<file path="src/rtl/aes_spi_frontend.sv">
// aes_spi_frontend: SPI slave front end for the AES core.
// Shifts in a 256-bit key+plaintext frame, starts the core,
// then returns the cyphertext on the following frame.
//
// Ports
//   clk, reset        system clock, synchronous active-high reset
//   i_sck, i_sdi      SPI clock / data in (async, mode 0, MSB first)
//   i_cs_n            SPI chip select, active low (async)
//   o_sdo             SPI data out, MSB first
//   o_aes_load        one-cycle start pulse to the AES core
//   o_aes_key         128-bit key, stable from load until next frame
//   o_aes_plaintext   128-bit plaintext, held like the key
//   i_aes_done        completion strobe from the AES core
//   i_aes_cyphertext  128-bit result, valid with i_aes_done
//   o_ready           cyphertext latched and available for readout
//   o_err             sticky frame-length / timeout error
module aes_spi_frontend #(
  parameter int SYNC_STAGES = 2,
  parameter int FRAME_BITS  = 256,
  parameter int MAX_WAIT    = 64
) (
  input  logic         clk,
  input  logic         reset,
  input  logic         i_sck,
  input  logic         i_sdi,
  input  logic         i_cs_n,
  output logic         o_sdo,
  output logic         o_aes_load,
  output logic [127:0] o_aes_key,
  output logic [127:0] o_aes_plaintext,
  input  logic         i_aes_done,
  input  logic [127:0] i_aes_cyphertext,
  output logic         o_ready,
  output logic         o_err
);

  localparam int CNT_W  = $clog2(FRAME_BITS) + 1;
  localparam int WAIT_W = $clog2(MAX_WAIT);

  localparam logic [CNT_W-1:0] FRAME_CNT =
    CNT_W'(FRAME_BITS);

  // The counter is cleared in LOAD and the WAIT cycle that
  // sees this value raises err, which lands exactly MAX_WAIT
  // cycles after the aes_load cycle.
  localparam logic [WAIT_W-1:0] WAIT_LAST =
    WAIT_W'(MAX_WAIT - 2);

  typedef enum logic [1:0] {
    S_IDLE,
    S_SHIFT,
    S_LOAD,
    S_WAIT
  } state_t;

  // Synchronizers
  logic [SYNC_STAGES-1:0] r_sck_sync;
  logic [SYNC_STAGES-1:0] r_sdi_sync;
  logic [SYNC_STAGES-1:0] r_cs_sync;

  logic w_sck;
  logic w_sdi;
  logic w_cs_n;

  assign w_sck  = r_sck_sync[SYNC_STAGES-1];
  assign w_sdi  = r_sdi_sync[SYNC_STAGES-1];
  assign w_cs_n = r_cs_sync[SYNC_STAGES-1];

  // Chip select resets low so that releasing reset in the
  // middle of a frame never fakes a cs_n falling edge.
  always_ff @(posedge clk) begin
    if (reset) begin
      r_sck_sync <= '0;
      r_sdi_sync <= '0;
      r_cs_sync  <= '0;
    end else begin
      r_sck_sync <= {r_sck_sync[SYNC_STAGES-2:0], i_sck};
      r_sdi_sync <= {r_sdi_sync[SYNC_STAGES-2:0], i_sdi};
      r_cs_sync  <= {r_cs_sync[SYNC_STAGES-2:0], i_cs_n};
    end
  end

  // Registered edge strobes; sdi is delayed alongside so the
  // sampled bit stays aligned with its sck rise strobe.
  logic r_sck_d;
  logic r_cs_d;
  logic r_sdi_d;
  logic r_sck_rise;
  logic r_sck_fall;
  logic r_cs_rise;
  logic r_cs_fall;

  always_ff @(posedge clk) begin
    if (reset) begin
      r_sck_d    <= 1'b0;
      r_cs_d     <= 1'b0;
      r_sdi_d    <= 1'b0;
      r_sck_rise <= 1'b0;
      r_sck_fall <= 1'b0;
      r_cs_rise  <= 1'b0;
      r_cs_fall  <= 1'b0;
    end else begin
      r_sck_d    <= w_sck;
      r_cs_d     <= w_cs_n;
      r_sdi_d    <= w_sdi;
      r_sck_rise <= w_sck & ~r_sck_d;
      r_sck_fall <= ~w_sck & r_sck_d;
      r_cs_rise  <= w_cs_n & ~r_cs_d;
      r_cs_fall  <= ~w_cs_n & r_cs_d;
    end
  end

  // State and datapath registers
  state_t             r_state;
  state_t             w_state_nxt;
  logic [CNT_W-1:0]   r_cnt;
  logic [WAIT_W-1:0]  r_wait;
  logic [127:0]       r_key;
  logic [127:0]       r_pt;
  logic [127:0]       r_result;
  logic [127:0]       r_shift;
  logic               r_ready;
  logic               r_err;
  logic               w_frame_ok;
  logic               w_timeout;

  assign w_frame_ok = (r_cnt == FRAME_CNT);
  assign w_timeout  = (r_wait == WAIT_LAST);

  always_comb begin
    w_state_nxt = r_state;
    o_aes_load  = 1'b0;
    unique case (r_state)
      S_IDLE: begin
        if (r_cs_fall) begin
          w_state_nxt = S_SHIFT;
        end
      end
      S_SHIFT: begin
        if (r_cs_rise) begin
          w_state_nxt = w_frame_ok ? S_LOAD : S_IDLE;
        end
      end
      S_LOAD: begin
        o_aes_load  = 1'b1;
        w_state_nxt = S_WAIT;
      end
      S_WAIT: begin
        // done wins over a simultaneous timeout
        if (i_aes_done || w_timeout) begin
          w_state_nxt = S_IDLE;
        end
      end
      default: begin
        w_state_nxt = S_IDLE;
      end
    endcase
  end

  always_ff @(posedge clk) begin
    if (reset) begin
      r_state  <= S_IDLE;
      r_cnt    <= '0;
      r_wait   <= '0;
      r_key    <= '0;
      r_pt     <= '0;
      r_result <= '0;
      r_shift  <= '0;
      r_ready  <= 1'b0;
      r_err    <= 1'b0;
    end else begin
      r_state <= w_state_nxt;
      unique case (r_state)
        S_IDLE: begin
          if (r_cs_fall) begin
            r_cnt   <= '0;
            r_shift <= r_result;
            r_err   <= 1'b0;
          end
        end
        S_SHIFT: begin
          if (r_sck_rise) begin
            {r_key, r_pt} <= {r_key[126:0], r_pt, r_sdi_d};
            if (r_cnt != '1) begin
              r_cnt <= r_cnt + 1'b1;
            end
          end
          // readout copy only; r_result stays intact
          if (r_sck_fall) begin
            r_shift <= {r_shift[126:0], 1'b0};
          end
          if (r_cs_rise) begin
            if (w_frame_ok) begin
              r_ready <= 1'b0;
            end else begin
              r_err <= 1'b1;
            end
          end
        end
        S_LOAD: begin
          r_wait <= '0;
        end
        S_WAIT: begin
          if (i_aes_done) begin
            r_result <= i_aes_cyphertext;
            r_ready  <= 1'b1;
          end else if (w_timeout) begin
            r_err <= 1'b1;
          end else begin
            r_wait <= r_wait + 1'b1;
          end
        end
        default: begin
          r_cnt <= '0;
        end
      endcase
    end
  end

  assign o_sdo = (r_state == S_SHIFT) ? r_shift[127]
                                      : r_result[127];

  assign o_aes_key       = r_key;
  assign o_aes_plaintext = r_pt;
  assign o_ready         = r_ready;
  assign o_err           = r_err;

endmodule
</file>
<file path="config.mk">
export PLATFORM = sky130hd
export DESIGN_NAME = aes_spi_frontend
export DESIGN_NICKNAME = d
export VERILOG_FILES = /design/src/rtl/aes_spi_frontend.sv
export SDC_FILE = /design/constraint.sdc
export NUM_CORES = 1
export LEC_CHECK = 0
export ABC_AREA = 1
export BUFFER_PORTS_ARGS = -buffer_cell sky130_fd_sc_hd__buf_2
export CORE_MARGIN = 2
export CORE_UTILIZATION = 44
export DETAILED_ROUTE_END_ITERATION = 8
export PLACE_DENSITY = 0.67
export SYNTH_ARGS = -nofsm -noshare
export SYNTH_HDL_FRONTEND = slang
export SYNTH_SLANG_ARGS = --single-unit
</file>
<file path="constraint.sdc">
create_clock -name clk -period 1.6 [get_ports clk]
set_input_delay 0.32 -clock clk [delete_from_list [all_inputs] [get_ports clk]]
set_output_delay 0.32 -clock clk [all_outputs]
set_load 0.01 [all_outputs]
</file>
# Word-level counts from Yosys, hierarchy flattened
# Index checks and enable logic that the tools add are counted.
# W data, S select, Z words.
[classes] add_sub_neg=2 mux=27 magnitude_cmp=0 n_shift=0 n_bitwise=8 eq_ne=18 mul=0 reduce_logical=14 n_div=0
[ops] op="$mux W128" count=2
[ops] op="$pmux W128 S2" count=1
[ops] op="$mux W9" count=3
[ops] op="$ne A2 B2 Y1 const B" count=12
[ops] op="$pmux W9 S2" count=1
[ops] op="$mux W6" count=2
[ops] op="$pmux W6 S2" count=1
[ops] op="$mux W1" count=10
[ops] op="$add A9 B1 Y9 const B" count=1
[ops] op="$eq A9 B9 Y1 const B" count=1
[ops] op="$ne A9 B9 Y1 const B" count=1
[ops] op="$reduce_and A3 Y1" count=3
[ops] op="$mux W2" count=4
[ops] op="$pmux W2 S4" count=1
[ops] op="$reduce_and A4 Y1" count=2
[ops] op="$add A6 B1 Y6 const B" count=1
[ops] op="$eq A6 B6 Y1 const B" count=1
[ops] op="$reduce_and A6 Y1" count=1
[ops] op="$reduce_bool A2 Y1" count=3
[ops] op="$and A1 B1 Y1" count=4
[ops] op="$eq A2 B2 Y1 const B" count=2
[ops] op="$not A1 Y1" count=4
[ops] op="$reduce_and A2 Y1" count=2
[ops] op="$pmux W1 S3" count=1
[ops] op="5 further kinds" count=5
[totals] output_inout_bits=260 ff_bits=544 word_cells=88 rom_bits=0 latchBits=0 in_bits=134 memories=0 ramBits=0

# Longest topological paths before layout
# Gate-level depths: netlist of run 1.
[logic_depth] depth_word=4 ltp_mapped=13 mapped_depth_nobuf=13

# Worst setup path after synthesis of run 1
# No wires, ideal clock.
[synth_timing] path_type="register to register" startpoint="reg r_cnt[0]" endpoint="reg r_cnt[6]" setup_time_ns=0.116 path_buffers=0 slack_ns=-0.076 synth_period_minus_slack_ns=1.676 path_stages_with_launch=13 arrival_ns=1.560 required_ns=1.484 cell_sequence="dfxtp_1 > ha_1 > nand3_1 > nor2_1 > nand2_1 > nor2_1 > ha_1 > inv_1 > nand2_1 > o21ai_2 > inv_1 > o21ai_0 > nor2_1"
[synth_between] elab_chain_len=4 word_cells_on_any_way=7 classes_between="1 x add/sub; 2 x eq/ne; 3 x mux; 1 x reduce/logical"
[synth_rtl] element="start: declaration" line="116" source="logic [CNT_W-1:0] r_cnt;"
[synth_rtl] element="start signal: assignment" line="185" source="r_cnt <= r_cnt + 1'b1;"
[synth_rtl] element="$add A9 B1 Y9" line="185"
[synth_rtl] element="$mux W9" line="184" source="if (r_cnt != '1) begin"
[synth_rtl] element="$mux W9" line="182" source="if (r_sck_rise) begin"
[synth_rtl] element="$pmux W9 S2" line="173" source="unique case (r_state)"
# Several ways; a longest one is shown, not always the timed one. The select of a mux whose other input is x is not followed.
# A chain may end at the register's enable or synchronous reset.

==> results.tsv, run 1 <==
stage	metric	value	unit
status	status	finished with violations	
status	failing checks	negative setup slack	
route	Residual DRC	0	
route	routed wire length	64000	um
floorplan	Die Wd	218	um
placement	Inst Count DP	3462	
clock_tree	H-tree lvl count	2	
floorplan	Die Area	0.0476	mm2
clock_tree	Root Buffer	clkbuf_16	
critical_path	Crit. End Element	output port	
route	starting DRC count in detailed routing	1846	
yosys	Post-Synth XOR/XNOR Area	0.00130	
critical_path	CP Data Required Time	1280	ps
yosys	post-synthesis cell type count	28	
critical_path	critical path endpoint	o_sdo	
min_path	min-delay worst type	input port to register	
final_layout	nets	3222	
final_layout	Area growth syn-to-layout	34.1	%
yosys	Seq cells post-synth	544	
global_route	GRT overflow	0	
sta	hold slack	49.5	ps
global_route	antenna violations before repair	0	
sta	Max Freq	569	MHz
yosys	sequential cell area fraction in the yosys report	0.539	
sta	clk_skew	26.1	ps
floorplan	Core Area	0.0454	mm2
route	via count	20200	
power_and_ir_drop	Tot Pwr	27.6	mW
final_layout	most common cell after layout, fill and taps aside	nand2_1	
clock_tree	CTS tree	built	
final_layout	diode count	0	
power_and_ir_drop	leakage	10.8	nW
route	vias per cell	5.43	
yosys	Mapped Cells	2612	
sta	actual slew at the worst max-slew pin	542	ps
critical_path	CP Class	register to output port	
global_route	vias in the first global route	18900	
yosys	post-synthesis mux area share	0	
final_layout	Fill cells	3914	
route	post-route antenna net violation count	0	
placement	Final HPWL DP	37400	um
clock_tree	worst-skew pair later-pin latency	600	ps
yosys	synthesized netlist net count	2751	
floorplan	# rows	78	
floorplan	die height	218	um
critical_path	reg-to-reg slack, setup	-150	ps
sta	setup violators final	172	
critical_path	Worst R2R Path Depth	12	
critical_path	reg2reg start	r_cnt[0]	
power_and_ir_drop	Pwr Density	1020	mW/mm2
global_route	largest net degree at the start of global routing	110	
yosys	yosys warns	0	
sta	unrepaired setup endpoints after global routing	yes	
critical_path	crit path launch type	register	
critical_path	r2r endpoint	r_cnt[3]	
global_route	first-pass GRT wire length	96500	um
sta	Slew Viols, Final	0	
critical_path	CP Data Arrival Time	1440	ps
floorplan	IO Pins	394	
sta	Sum Neg Setup Slack	-6100	ps
clock_tree	Longest Clk Path Bufs	3	
final_layout	final core occ	0.597	
global_route	Global Route Usage Sum	0.245	
placement	IO Port Bufs	393	
critical_path	crit path max fanout	5	
min_path	hold path cells	3	
clock_tree	Num CTS Buffers	56	
yosys	Synth Area per Inst	7.73	um2
placement	routability cong.	0.822	
route	Avg WL per Cell	17.2	um
route	drt first pass iters	6	
run	max-cap violations	0	
floorplan	Starting Density	0.445	
clock_tree	TritonCTS Sinks	544	
yosys	Mapped Area	0.0202	mm2
power_and_ir_drop	peak supply drop	0.000851	V
yosys	Synth Area in Adders	0.00310	
sta	setup ws final	-157	ps
final_layout	Final Non-Filler Cells	3726	
sta	Slew HR	0.638	
clock_tree	clock slew at reported path FFs	60	ps
final_layout	most frequent cells in the layout	nand2_1 (542), dfxtp_1 (539), buf_2 (390)	
final_layout	share of cells above drive strength 1	0.219	
min_path	hold wc startpoint	i_aes_cyphertext[42]	
sta	fin crit share	1.10	
sta	final count of hold timing violations	0	
yosys	Compound-Gate Fraction of Synth Area	0.173	
yosys	largest family of logic cells by synthesized area	simple AND/OR/NAND/NOR gates	
sta	post-layout min period	1760	ps
yosys	simple-gate share of the synthesized area	0.229	
[critical path, cell delays in order, from the launching register on]
cell and delay, ps:
dfxtp_4 380, nor2_4 140, buf_12 120, nand2_4 50
nand2_4 60, buf_6 90
[area by class of cell]
class,count,area [um2],area share
Timing Repair Buffer,640,4930,0.182
Multi-Input combinational cell,1807,8580,0.317
Tap cell,600,751,0.0277
Sequential cell,544,10900,0.402
Clock inverter,15,153,0.00563
Inverter,34,145,0.00536
Clock buffer,86,1640,0.0607
[how the worst min path moves through the flow]
stage                     to
3_5_place_dp   r_sck_sync[1]
5_1_grt         r_result[38]
6_report        r_result[42]
3_3_place_gp   r_sck_sync[1]
2_1_floorplan   r_cs_sync[1]
4_1_cts         r_result[42]
[kinds of logic after synthesis]
family          count (synthesis)
fa+ha+maj                       5
buf+inv                       263
simple gates                 1133
flops                         544
compound gates                664
xor+xnor                        3
[sequential cells by signal, summed over array words and instances, names as in the netlist, 2 cells and up, named ones only]
| register | flops |
|---|---|
| o_aes_key | 128 |
| o_aes_plaintext | 128 |
| r_result | 128 |
| r_shift | 128 |
| r_cnt | 9 |
| r_wait | 6 |
| r_cs_sync | 2 |
| r_sck_sync | 2 |
| r_sdi_sync | 2 |
[power breakdown]
group / total, mW / switching, mW / internal (mW) / leakage (nW)
Combinational: 1.15 / 0.604 / 0.545 / 5.49
Clock: 12.8 / 5.41 / 7.38 / 0.885
Sequential: 13.7 / 0.0445 / 13.6 / 4.39
[synthesized netlist by cell type]
library cell,instances,area share
clkbuf_1,133,0.025
o21bai_1,1,0.00037
o21ai_1,5,0.0012
nor2_4,1,0.00056
nor2_1,292,0.054
buf_2,87,0.022
buf_1,8,0.0015
a21oi_1,273,0.068
clkinv_1,1,0.00019
nor3_1,3,0.00074
nand3_1,274,0.068
o21ai_2,1,0.00043
buf_4,1,0.00037
xnor2_1,1,0.00043
inv_1,30,0.0056
inv_2,3,0.00056
dfxtp_1,544,0.54
o21ai_0,257,0.064
nand3b_1,1,0.00037
nand2_2,1,0.00031
ha_1,5,0.0031
nand2_1,555,0.10
a31oi_1,127,0.039
or2_2,2,0.00062
xor2_1,2,0.00087
nor2_2,1,0.00031
nand3_2,2,0.00099
nand4_1,1,0.00031
[routing by layer]
metal | vias up | routed length [um] | global-route usage
met5 | - | 0 | 0
met4 | 0 | 2080 | 0.0882
met3 | 136 | 5480 | 0.0646
met2 | 786 | 30300 | 0.403
met1 | 9611 | 26100 | 0.310
li1 | 9699 | - | -
[repair_timing]
item	CTS	global route
hold buffers	130	0
cloned	3	10
gates resized for setup	28	87
setup endpoints to repair	30	424
pin swaps	14	11
setup buffers	5	15
hold endpoints to repair	132	0
[per-stage QoR]
stage | setup slack [ps] | instance area, um2
2_1_floorplan | -2.08 | 20200
3_3_place_gp | -104 | 23100
3_5_place_dp | -177 | 23100
4_1_cts | -210 | 26400
5_1_grt | -230 | 27100
6_report | -157 | 27100
(Power assumes the default switching activity.)
==> run 2: changes to the inputs <==
--- a/config.mk
+++ b/config.mk
@@ -11,6 +11,7 @@
 export CORE_UTILIZATION = 44
 export DETAILED_ROUTE_END_ITERATION = 8
 export PLACE_DENSITY = 0.67
+export SKIP_LAST_GASP = 1
 export SYNTH_ARGS = -nofsm -noshare
 export SYNTH_HDL_FRONTEND = slang
 export SYNTH_SLANG_ARGS = --single-unit
==> results.tsv, run 2 (synthesized netlist as in run 1, its figures left out) <==
stage	metric	value	unit	change
critical_path	slowest cell on the critical path	dfxtp_2		
power_and_ir_drop	leakage	10.7	nW	-0.24%
sta	clk_skew	28.9	ps	+2.83 ps
sta	Max Freq	565	MHz	-0.72%
global_route	largest net degree at the start of global routing	110		unchanged
route	drt first pass iters	6		unchanged
placement	placed instance area	0.0231	mm2	unchanged
clock_tree	H-tree lvl count	2		unchanged
sta	final count of hold timing violations	0		unchanged
power_and_ir_drop	peak supply drop	0.000844	V	-0.80%
final_layout	Fill cells	3942		+0.72%
final_layout	area of the multi-input gates	0.00844	mm2	-1.6%
final_layout	nets	3218		-0.12%
status	status	finished with violations		
placement	Final HPWL DP	37400	um	unchanged
floorplan	Starting Density	0.445		unchanged
sta	setup ws final	-170	ps	-12.7 ps
clock_tree	Longest Clk Path Bufs	3		unchanged
global_route	Global Route Usage Sum	0.245		about the same
run	max-cap violations	0		unchanged
route	post-route antenna net violation count	0		unchanged
placement	IO Port Bufs	393		unchanged
global_route	antenna violations before repair	0		unchanged
power_and_ir_drop	Tot Pwr	27.6	mW	about the same
global_route	first-pass GRT wire length	96500	um	about the same
clock_tree	Root Buffer	clkbuf_16		
critical_path	CP Class	register to register		
clock_tree	TritonCTS Sinks	544		unchanged
route	Residual DRC	0		unchanged
route	vias per cell	5.42		-0.19%
floorplan	# rows	78		unchanged
route	routed wire length	63400	um	-0.99%
placement	dpl ws	-177	ps	unchanged
final_layout	flip-flop and latch area	0.0109	mm2	unchanged
final_layout	final core occ	0.593		-0.00455
floorplan	IO Pins	394		unchanged
status	failing checks	negative setup slack		
sta	setup violators final	163		-5.2%
sta	fin crit share	1.11		+0.00793
sta	unrepaired setup endpoints after global routing	yes		
clock_tree	clock slew at reported path FFs	60	ps	about the same
critical_path	slowest stage delay, CP	340	ps	-40 ps
final_layout	Finished Cell Area	0.0269	mm2	-0.76%
sta	actual slew at the worst max-slew pin	546	ps	+3.15 ps
route	starting DRC count in detailed routing	1839		-0.38%
final_layout	share of cells above drive strength 1	0.207		-0.0122
final_layout	most frequent cells in the layout	nand2_1 (542), dfxtp_1 (539), buf_2 (390)		
placement	routability cong.	0.822		unchanged
clock_tree	worst-skew pair later-pin latency	600	ps	about the same
final_layout	most common cell after layout, fill and taps aside	nand2_1		
clock_tree	Num CTS Buffers	56		unchanged
critical_path	crit path cell chain	ha_4, nand3_4, nor2_4, nand2_2, nor2_2, ha_2, inv_2, nand2_4, o21ai_4, inv_4, o21ai_2, nor2_1		
route	Avg WL per Cell	17.0	um	-0.88%
sta	post-layout min period	1770	ps	+12.7 ps
min_path	min-delay worst type	input port to register		
final_layout	diode count	0		unchanged
floorplan	Die Wd	218	um	unchanged
critical_path	Crit. End Element	register		
placement	Inst Count DP	3462		unchanged
critical_path	CP Data Required Time	2100	ps	+820 ps
clock_tree	CTS tree	built		
final_layout	Area growth syn-to-layout	33.1	%	
floorplan	die height	218	um	unchanged
critical_path	crit path launch type	register		
floorplan	Core Area	0.0454	mm2	unchanged
critical_path	CP Data Arrival Time	2270	ps	+830 ps
sta	Slew Viols, Final	0		unchanged
sta	Sum Neg Setup Slack	-7030	ps	-928 ps
global_route	GRT overflow	0		unchanged
final_layout	Final Non-Filler Cells	3722		-0.11%
critical_path	crit path max fanout	5		unchanged
route	via count	20200		-0.30%
global_route	vias in the first global route	18900		-0.011%
floorplan	Die Area	0.0476	mm2	unchanged
sta	hold slack	46.5	ps	-3.00 ps
sta	Slew HR	0.636		-0.00210
power_and_ir_drop	Pwr Density	1030	mW/mm2	+0.67%
## run 2: area by class of cell
class,instances,area share
Clock buffer,86,0.0611
Clock inverter,15,0.00568
Inverter,34,0.00540
Multi-Input combinational cell,1806,0.314
Sequential cell,544,0.405
Tap cell,600,0.0279
Timing Repair Buffer,637,0.181
## run 2: path summary, 6_finish.rpt
| path | startpoint | depth (start not counted) | slack [ps] | to |
|---|---|---|---|---|
| min reg2reg | r_sck_sync[0] | 2 | 400 | r_sck_sync[1] |
| min | i_aes_cyphertext[42] | 3 | 50 | r_result[42] |
| max | r_cnt[0] | 12 | -170 | r_cnt[6] |
| max reg2reg | r_cnt[0] | 12 | -170 | r_cnt[6] |
## run 2: routing by layer
metal  up-vias  track usage  routed length, um
li1       9691            -                  -
met1      9548        0.310              26200
met2       803        0.403              29800
met3       130       0.0647               5360
met4         0       0.0882               2070
met5         -            0                  0
## run 2: worst max-delay path: cells and delay by family (launching register included)
| kind | cells | cell delay (ps) |
|---|---|---|
| compound gates | 2 | 430 |
| flops | 1 | 340 |
| buf+inv | 2 | 160 |
| fa+ha+maj | 2 | 350 |
| simple gates | 6 | 380 |
## run 2: report_power, final
part	internal (mW)	total (mW)	leakage, nW	switching (mW)
sequential	13.6	13.7	4.39	0.0443
combinational	0.537	1.12	5.46	0.584
clock	7.38	12.8	0.885	5.41
## run 2: what timing repair did
item / in CTS / in global routing
setup buffers: 5 / 12
pin swaps: 14 / 11
gates cloned: 3 / 9
endpoints found under the hold margin: 132 / 0
hold buffers: 130 / 0
gates resized for setup: 27 / 35
endpoints found under the setup margin: 30 / 421
